[src/rtl/bombe_sweep_ctrl.sv]
// Sweep sequencer for one bombe datapath: walks all 26^3 rotor triples from a
// host-supplied start, issues one attempt per triple and queues flagged hits.
module bombe_sweep_ctrl #(
  parameter int unsigned HIT_DEPTH = 8,
  parameter int unsigned TIMEOUT   = 1023
) (
  input  logic        clk,
  input  logic        reset,
  input  logic        start,
  input  logic        abort,
  input  logic [4:0]  start_pos_0,
  input  logic [4:0]  start_pos_1,
  input  logic [4:0]  start_pos_2,
  output logic [4:0]  bombe_pos_0,
  output logic [4:0]  bombe_pos_1,
  output logic [4:0]  bombe_pos_2,
  output logic        bombe_next_attempt,
  input  logic        bombe_finish,
  input  logic        bombe_valid,
  output logic        hit_valid,
  output logic [14:0] hit_data,
  input  logic        hit_pop,
  output logic        busy,
  output logic        done,
  output logic        timeout_err,
  output logic [14:0] attempt_count
);

  localparam int unsigned AW = (HIT_DEPTH > 1) ? $clog2(HIT_DEPTH) : 1;
  localparam int unsigned CW = AW + 1;
  localparam logic [14:0] SWEEP_LEN = 15'd17576;

  typedef enum logic [2:0] {
    S_IDLE,
    S_ISSUE,
    S_WAIT,
    S_STALL,
    S_ADVANCE,
    S_DONE
  } state_e;

  state_e      state_q, state_d;
  logic [4:0]  pos0_q, pos0_d;
  logic [4:0]  pos1_q, pos1_d;
  logic [4:0]  pos2_q, pos2_d;
  logic [14:0] attempt_q, attempt_d;
  logic [9:0]  wdog_q, wdog_d;
  logic [9:0]  wdog_inc;
  logic        terr_q, terr_d;

  logic [14:0]   mem_q [HIT_DEPTH];
  logic [14:0]   mem_d [HIT_DEPTH];
  logic [AW-1:0] rd_ptr_q, rd_ptr_d;
  logic [AW-1:0] wr_ptr_q, wr_ptr_d;
  logic [AW-1:0] rd_next;
  logic [CW-1:0] cnt_q, cnt_d;
  logic [14:0]   head_q, head_d;

  logic        push;
  logic        pop;
  logic        fifo_clear;
  logic        fifo_full;
  logic [14:0] push_data;

  function automatic logic [4:0] wrap26(input logic [4:0] v);
    return (v >= 5'd26) ? v - 5'd26 : v;
  endfunction

  assign fifo_full = (cnt_q == CW'(HIT_DEPTH));
  assign push_data = {pos2_q, pos1_q, pos0_q};
  assign wdog_inc  = wdog_q + 10'd1;

  always_comb begin
    state_d    = state_q;
    pos0_d     = pos0_q;
    pos1_d     = pos1_q;
    pos2_d     = pos2_q;
    attempt_d  = attempt_q;
    wdog_d     = wdog_q;
    terr_d     = terr_q;
    push       = 1'b0;
    fifo_clear = 1'b0;

    if (abort) begin
      state_d = S_IDLE;
    end else begin
      unique case (state_q)
        S_IDLE, S_DONE: begin
          if (start) begin
            pos0_d     = wrap26(start_pos_0);
            pos1_d     = wrap26(start_pos_1);
            pos2_d     = wrap26(start_pos_2);
            attempt_d  = '0;
            terr_d     = 1'b0;
            fifo_clear = 1'b1;
            state_d    = S_ISSUE;
          end
        end
        S_ISSUE: begin
          wdog_d  = '0;
          state_d = S_WAIT;
        end
        S_WAIT: begin
          wdog_d = wdog_inc;
          if (bombe_finish) begin
            // A full FIFO only blocks the hit if the host is not popping this cycle.
            if (bombe_valid && fifo_full && !hit_pop) begin
              state_d = S_STALL;
            end else begin
              push      = bombe_valid;
              attempt_d = attempt_q + 15'd1;
              state_d   = S_ADVANCE;
            end
          end else if (wdog_inc == 10'(TIMEOUT)) begin
            terr_d  = 1'b1;
            state_d = S_DONE;
          end
        end
        S_STALL: begin
          if (!fifo_full || hit_pop) begin
            push      = 1'b1;
            attempt_d = attempt_q + 15'd1;
            state_d   = S_ADVANCE;
          end
        end
        S_ADVANCE: begin
          if (attempt_q == SWEEP_LEN) begin
            state_d = S_DONE;
          end else begin
            state_d = S_ISSUE;
            if (pos0_q == 5'd25) begin
              pos0_d = '0;
              if (pos1_q == 5'd25) begin
                pos1_d = '0;
                pos2_d = (pos2_q == 5'd25) ? 5'd0 : pos2_q + 5'd1;
              end else begin
                pos1_d = pos1_q + 5'd1;
              end
            end else begin
              pos0_d = pos0_q + 5'd1;
            end
          end
        end
        default: state_d = S_IDLE;
      endcase
    end
  end

  // Hit FIFO; head_q mirrors mem_q[rd_ptr_q] so hit_data comes straight off a flop.
  always_comb begin
    mem_d    = mem_q;
    rd_ptr_d = rd_ptr_q;
    wr_ptr_d = wr_ptr_q;
    cnt_d    = cnt_q;
    head_d   = head_q;
    rd_next  = rd_ptr_q + AW'(1);
    pop      = hit_pop && (cnt_q != '0) && !fifo_clear;

    if (fifo_clear) begin
      rd_ptr_d = '0;
      wr_ptr_d = '0;
      cnt_d    = '0;
      head_d   = '0;
    end else begin
      if (push) begin
        mem_d[wr_ptr_q] = push_data;
        wr_ptr_d        = wr_ptr_q + AW'(1);
      end
      if (pop) begin
        rd_ptr_d = rd_next;
      end
      unique case ({push, pop})
        2'b10:   cnt_d = cnt_q + CW'(1);
        2'b01:   cnt_d = cnt_q - CW'(1);
        default: cnt_d = cnt_q;
      endcase
      if (pop) begin
        if (cnt_q >= CW'(2)) begin
          head_d = mem_q[rd_next];
        end else if (push) begin
          head_d = push_data;
        end
      end else if (push && (cnt_q == '0)) begin
        head_d = push_data;
      end
    end
  end

  always_ff @(posedge clk) begin
    if (reset) begin
      state_q   <= S_IDLE;
      pos0_q    <= '0;
      pos1_q    <= '0;
      pos2_q    <= '0;
      attempt_q <= '0;
      wdog_q    <= '0;
      terr_q    <= 1'b0;
      rd_ptr_q  <= '0;
      wr_ptr_q  <= '0;
      cnt_q     <= '0;
      head_q    <= '0;
    end else begin
      state_q   <= state_d;
      pos0_q    <= pos0_d;
      pos1_q    <= pos1_d;
      pos2_q    <= pos2_d;
      attempt_q <= attempt_d;
      wdog_q    <= wdog_d;
      terr_q    <= terr_d;
      rd_ptr_q  <= rd_ptr_d;
      wr_ptr_q  <= wr_ptr_d;
      cnt_q     <= cnt_d;
      head_q    <= head_d;
    end
  end

  always_ff @(posedge clk) begin
    for (int unsigned i = 0; i < HIT_DEPTH; i++) begin
      mem_q[i] <= mem_d[i];
    end
  end

  assign bombe_pos_0        = pos0_q;
  assign bombe_pos_1        = pos1_q;
  assign bombe_pos_2        = pos2_q;
  assign bombe_next_attempt = (state_q == S_ISSUE);
  assign hit_valid          = (cnt_q != '0);
  assign hit_data           = head_q;
  assign busy               = (state_q == S_ISSUE) || (state_q == S_WAIT) ||
                              (state_q == S_STALL) || (state_q == S_ADVANCE);
  assign done               = (state_q == S_DONE);
  assign timeout_err        = terr_q;
  assign attempt_count      = attempt_q;

endmodule

[config.mk]
export PLATFORM = sky130hd
export DESIGN_NAME = bombe_sweep_ctrl
export DESIGN_NICKNAME = d
export VERILOG_FILES = /design/src/rtl/bombe_sweep_ctrl.sv
export SDC_FILE = /design/constraint.sdc
export NUM_CORES = 1
export LEC_CHECK = 0
export CAP_MARGIN = 20
export CORE_UTILIZATION = 42
export CTS_CLUSTER_DIAMETER = 50
export DETAILED_ROUTE_END_ITERATION = 10
export GPL_TIMING_DRIVEN = 1
export PLACE_DENSITY = 0.7
export SYNTH_ARGS = -nofsm -noshare
export SYNTH_HDL_FRONTEND = slang
export SYNTH_SLANG_ARGS = --single-unit
[constraint.sdc]
create_clock -name clk -period 3.4 [get_ports clk]
set_input_delay 0.68 -clock clk [delete_from_list [all_inputs] [get_ports clk]]
set_output_delay 0.68 -clock clk [all_outputs]
set_load 0.01 [all_outputs]
==> results of run 1 <==
==> area by class of cell <==
type | instances | area [um2]
clock buffers | 20 | 446.7
clock inverters | 12 | 150.1
fillers | 1785 | 9859
inverters | 18 | 67.56
multi-input cells | 479 | 3654
flip-flops and latches | 189 | 4986
well taps | 270 | 337.8
repair buffers | 107 | 993.5
==> worst paths after layout <==
path                    endpoint           start
hold reg to reg   bombe_pos_0[1]  bombe_pos_0[1]
setup reg to reg     hit_data[2]      state_q[0]
hold / removal    bombe_pos_0[1]  bombe_pos_0[1]
setup / recovery     hit_data[2]           abort
==> synthesized netlist by cell type (5+ instances only) <==
library cell,number
edfxtp_1,120
dfxtp_1,69
nor2_1,63
o21ai_0,46
a21oi_1,35
clkbuf_1,32
mux4_2,30
nand2_1,25
o211ai_1,19
ha_1,18
inv_1,18
nand3_1,18
nor3_1,17
mux2_2,16
nand2b_1,16
o2111ai_1,16
a31oi_1,11
nand4_1,10
nor2b_1,9
o31ai_1,9
mux2i_1,8
nor3b_1,8
xor2_1,8
or4_1,7
a311oi_1,6
or2_2,6
xnor2_1,6
a211o_1,5
a211oi_1,5
buf_2,5
==> metrics by stage <==
step	cells	util [%]	area, um2
global route	1095	51.89	10640
finish	1095	51.89	10640
detailed placement	1063	48.98	10040
floorplan	728	-	8875
global placement	1063	48.98	10040
CTS	1095	51.89	10640
==> flip-flops by register name, summed over array words and instances (netlist names) <==
signal,cells
mem_q,120
attempt_count,15
hit_data,15
wdog_q,10
bombe_pos_0,5
bombe_pos_1,5
bombe_pos_2,5
cnt_q,4
rd_ptr_q,3
state_q,3
wr_ptr_q,3
timeout_err,1
==> power breakdown <==
| group | switching [mW] | leakage (nW) | internal, mW |
|---|---|---|---|
| Clock | 0.890 | 0.287 | 1.13 |
| Combinational | 0.169 | 1.52 | 0.131 |
| Sequential | 0.0380 | 1.73 | 2.45 |
| Total | 1.10 | 3.54 | 3.71 |
==> worst register-to-register path: cells and delay by family (launching register included) <==
| family | cells | cell delay [ns] |
|---|---|---|
| compound gates | 3 | 0.60 |
| fa+ha+maj | 1 | 0.24 |
| buf+inv | 1 | 0.14 |
| flops | 1 | 0.68 |
| simple gates | 3 | 0.97 |
==> cells by family after synthesis <==
kind of cell	share of synthesized area, %
AO/OA/AOI/OAI	13.66
flip-flops	56.17
multiplexers	10.55
adder cells (fa/ha/maj)	2.538
buffers and inverters	2.862
XOR/XNOR	1.382
AND/OR/NAND/NOR	12.84
==> layer usage <==
layer	global-route usage [%]	share of wire, %
met3	3.261	5.2
met5	0	0
met1	27.47	46
met4	5.361	1.0
met2	32.15	48
==> results.cfg, run 1 <==
[run_status]
status = finished clean

[critical_path]
critPathMaxStageDelay_ns = 0.67
r2r_cells = 8
path_cells = clkdlybuf4s50_1 -> nor2_1 -> a41oi_1 -> and2_1 -> buf_4 -> ha_1 -> and2_1 -> o211ai_1 -> o21ai_0
crit_family = simple AND/OR/NAND/NOR gates
critical_path_class = in -> reg
worstSetupStartpointType = input port
cp.buffers_inverters = 2
slowest_stage = clkdlybuf4s50_1
regToRegSetupSlack_ns = 0.69
end_kind = register
arrival_ns = 3.20
cp_max_fo = 15
crit_path_frequent_cell = and2_1
path_depth = 9
critPathRequiredTime_ns = 3.75

[logic_synthesis]
synth_top_area_share_pct = 40.60
synth_edf_count = 120
syn_inst = 728
synth_cell_type_count = 63
synth_nets = 768
async_flop_share_pct = 0
syn_area_per_cell_um2 = 12.19
yosys.area.top_type = edfxtp_1
synthFlopType = edfxtp_1
ys_ff_latch = 189
ys_seq_area_share_pct = 56.17
syn_area_mm2 = 0.008875
synth_area_leaders = edfxtp_1, dfxtp_1, mux4_2
synth.yosys.warnings = 0

[clocking]
postCtsHoldBufs = 0
clk_path_buf_depth = 2
ctsResizeCount = 0
cts_root_buf = clkbuf_16
clkSinkCount = 189
path_clk_slew_ns = 0.07
cts_tree = done
post_cts_buffers = 0
ctsHtreeMaxLevel = 4
clk_latency_ns = 0.43
cts_buffers = 17

[floorplan]
io-pin-count = 72
die_h_um = 147.4
rows = 52
coreArea_mm2 = 0.02049
die-area_mm2 = 0.02172
die_w_um = 147.4
start_util_pct = 43.30

[power_and_ir_drop]
vdd_ir_drop_max_uv = 327.6
p_leak_nw = 3.542
p_per_area_mw_per_mm2 = 452.3
finalPower_mw = 4.810

[timing]
setup_viol = 0
hold_viol_final = 0
drv_slew = 0
fin_crit_sh_pct = 83.77
rsz0062_at_grt = false
tns_ns = 0
period_minus_slack_ns = 2.848
max_freq_mhz = 351.1
skew_ns = 0.009963
hold_slack_ns = 0.4910
relSlewSlack_pct = 44.83
worst_slew_pin_slew_ns = 0.8226
worst_slack_ns = 0.5519

[global_route]
first_global_vias = 6067
grt_antenna_before_repair = 0
grt_remaining_overflow = 0
grt_max_degree = 32
grt_usage_pct = 19.80
grt_pass1_wl_um = 33060

[finish]
drive_gt1_share_pct = 15.64
syn_to_final_growth_pct = 19.84
most-common-layout-cells = edfxtp_1, clkdlybuf4s50_1, dfxtp_1
diodes = 0
final_common_cell = edfxtp_1
nets = 852

[detailed_routing]
wl_um = 20670
dr.pass1.iters = 5
wire_per_inst_um = 18.88
via_per_inst = 5.806
antenna_left = 0
drc = 0
drtIter0Drc = 433
vias = 6358

[min_path]
whs_path_depth = 2
hold_path_class = reg -> reg

[placed_design]
dpl.hpwl_um = 13300
gp_congestion = 0.8370
io_buffers = 71
place_ws_ns = 0.1291

[job]
cap_violations = 0
(Power assumes the default switching activity.)
==> run 2: changes to the inputs <==
clock period = 2.49 ns   (was 3.4 ns; I/O delays follow)
==> run 2 against run 1 <==
Net effect:
- largest power group unchanged
- critical endpoint is now done
- combinational power grew 61%
- total power increased by 35%
- cell area up 4.0%
- register-to-register slack got worse by 0.56 ns
- sequential cell count did not move
- via count rose by 1.9%
- first-iteration DRC count up 31%
- final cell count increased by 4.2%
- non-clock buffer count increased by 46
- die area unchanged
- hold slack worse by 0.0053 ns
==> results.cfg, run 2 (synthesized netlist as in run 1, its figures left out) <==
[clocking]
cts_root_buf = clkbuf_16
ctsHtreeMaxLevel = 4
postCtsHoldBufs = 0
clkSinkCount = 189
path_clk_slew_ns = 0.07
cts_buffers = 17
cts_tree = done
clk_latency_ns = 0.43
clk_path_buf_depth = 2

[timing]
max_freq_mhz = 420.0
hold_slack_ns = 0.4858
rsz0062_at_grt = false
skew_ns = 0.008591
fin_crit_sh_pct = 95.63
relSlewSlack_pct = 61.06
setup_viol = 0
period_minus_slack_ns = 2.381
worst_slack_ns = 0.1088
drv_slew = 0
worst_slew_pin_slew_ns = 0.5842
hold_viol_final = 0

[floorplan]
die_h_um = 147.4
io-pin-count = 72
start_util_pct = 43.30
coreArea_mm2 = 0.02049
die_w_um = 147.4
die-area_mm2 = 0.02172
rows = 52

[placed_design]
gp_congestion = 0.8634
io_buffers = 71
place_ws_ns = -0.3403
dpl.hpwl_um = 14510

[critical_path]
arrival_ns = 1.88
cp_max_fo = 11
worstSetupStartpointType = register
path_depth = 4
critPathRequiredTime_ns = 1.99
critPathMaxStageDelay_ns = 0.53
crit_family = buffers and inverters
slowest_stage = clkdlybuf4s50_1
end_kind = output port
r2r_cells = 9
cp.buffers_inverters = 2
path_cells = buf_4 -> nor2b_1 -> and2_1 -> clkdlybuf4s50_1
critical_path_class = reg -> out

[run_status]
status = finished clean

[detailed_routing]
dr.pass1.iters = 5
wire_per_inst_um = 18.21
vias = 6481
drc = 0
wl_um = 20780
drtIter0Drc = 567
via_per_inst = 5.680
antenna_left = 0

[global_route]
grt_usage_pct = 20.06
first_global_vias = 6317
grt_remaining_overflow = 0
grt_pass1_wl_um = 33710
grt_max_degree = 31
grt_antenna_before_repair = 0

[finish]
nFillCells = 1718
nets = 898
drive_gt1_share_pct = 21.35
largest_register = mem_q
diodes = 0
largest_reg_flops = 120
most-common-layout-cells = edfxtp_1, buf_4, clkdlybuf4s50_1
syn_to_final_growth_pct = 24.60
final_common_cell = edfxtp_1

[power_and_ir_drop]
intPower_mw = 4.927
vdd_ir_drop_max_uv = 496.1
p_leak_nw = 3.795
seqPwrFrac_pct = 51.9
p_per_area_mw_per_mm2 = 589.1
finalPower_mw = 6.514
p_comb_share_pct = 7.4
pwr-share-clk_pct = 40.7
p_sw_mw = 1.587
swShare_pct = 24.37

[min_path]
hold_path_class = reg -> reg
whs_path_depth = 2

[job]
cap_violations = 0
[run 2: cell type report]
cell class / count / area [um2] / area share [%]
sequential: 189 / 4992 / 45.15
multi-input combinational: 479 / 3680 / 33.28
timing repair buffer: 153 / 1400 / 12.66
clock buffer: 18 / 439.2 / 3.971
tap: 270 / 337.8 / 3.055
clock inverter: 14 / 141.4 / 1.279
inverter: 18 / 67.56 / 0.6110
[run 2: power groups by stage]
stage	Combinational [mW]	Clock, mW	Sequential [mW]
6_report	0.483	2.65	3.38
5_1_grt	0.529	2.83	3.39
4_1_cts	0.483	2.70	3.38
3_5_place_dp	0.479	0	3.45
3_3_place_gp	0.474	0	3.45
2_1_floorplan	0.218	0	3.47
[run 2: routing by layer]
metal | part of all wire [%] | track usage (%) | vias up
met5 | 0 | 0 | -
met4 | 0.72 | 5.567 | 0
met3 | 6.1 | 3.478 | 11
met2 | 45 | 30.24 | 205
met1 | 48 | 29.70 | 3164
li1 | - | - | 3101
[run 2: path summary, 6_finish.rpt]
check | end | start | slack, ns
worst max-delay path | done | state_q[0] | 0.11
worst min register to register | bombe_pos_0[1] | bombe_pos_0[1] | 0.49
worst min-delay path | bombe_pos_0[1] | bombe_pos_0[1] | 0.49
worst max register to register | cnt_q[2] | cnt_q[1] | 0.13
[run 2: worst register-to-register path, delay by kind of cell (launching register included)]
kind	cells	cell delay, ns
AO/OA/AOI/OAI	3	0.36
XOR/XNOR	2	0.30
adder cells (fa/ha/maj)	2	0.39
flip-flops	1	0.37
AND/OR/NAND/NOR	2	0.88
[run 2: what timing repair did]
item	4_1_cts	5_1_grt
pin swaps	0	1
buffers inserted	0	1
resized for setup	3	4
endpoints found under the setup margin	2	18
[run 2: per-stage QoR]
stage	instances	cell area, um2	util (%)	setup TNS [ns]
after floorplan	728	8922	-	-13.00
after global placement	1108	10460	51.04	-27.24
after detailed placement	1108	10460	51.04	-25.89
after CTS	1140	11040	53.89	0
after global routing	1141	11060	53.96	0
final	1141	11060	53.96	0
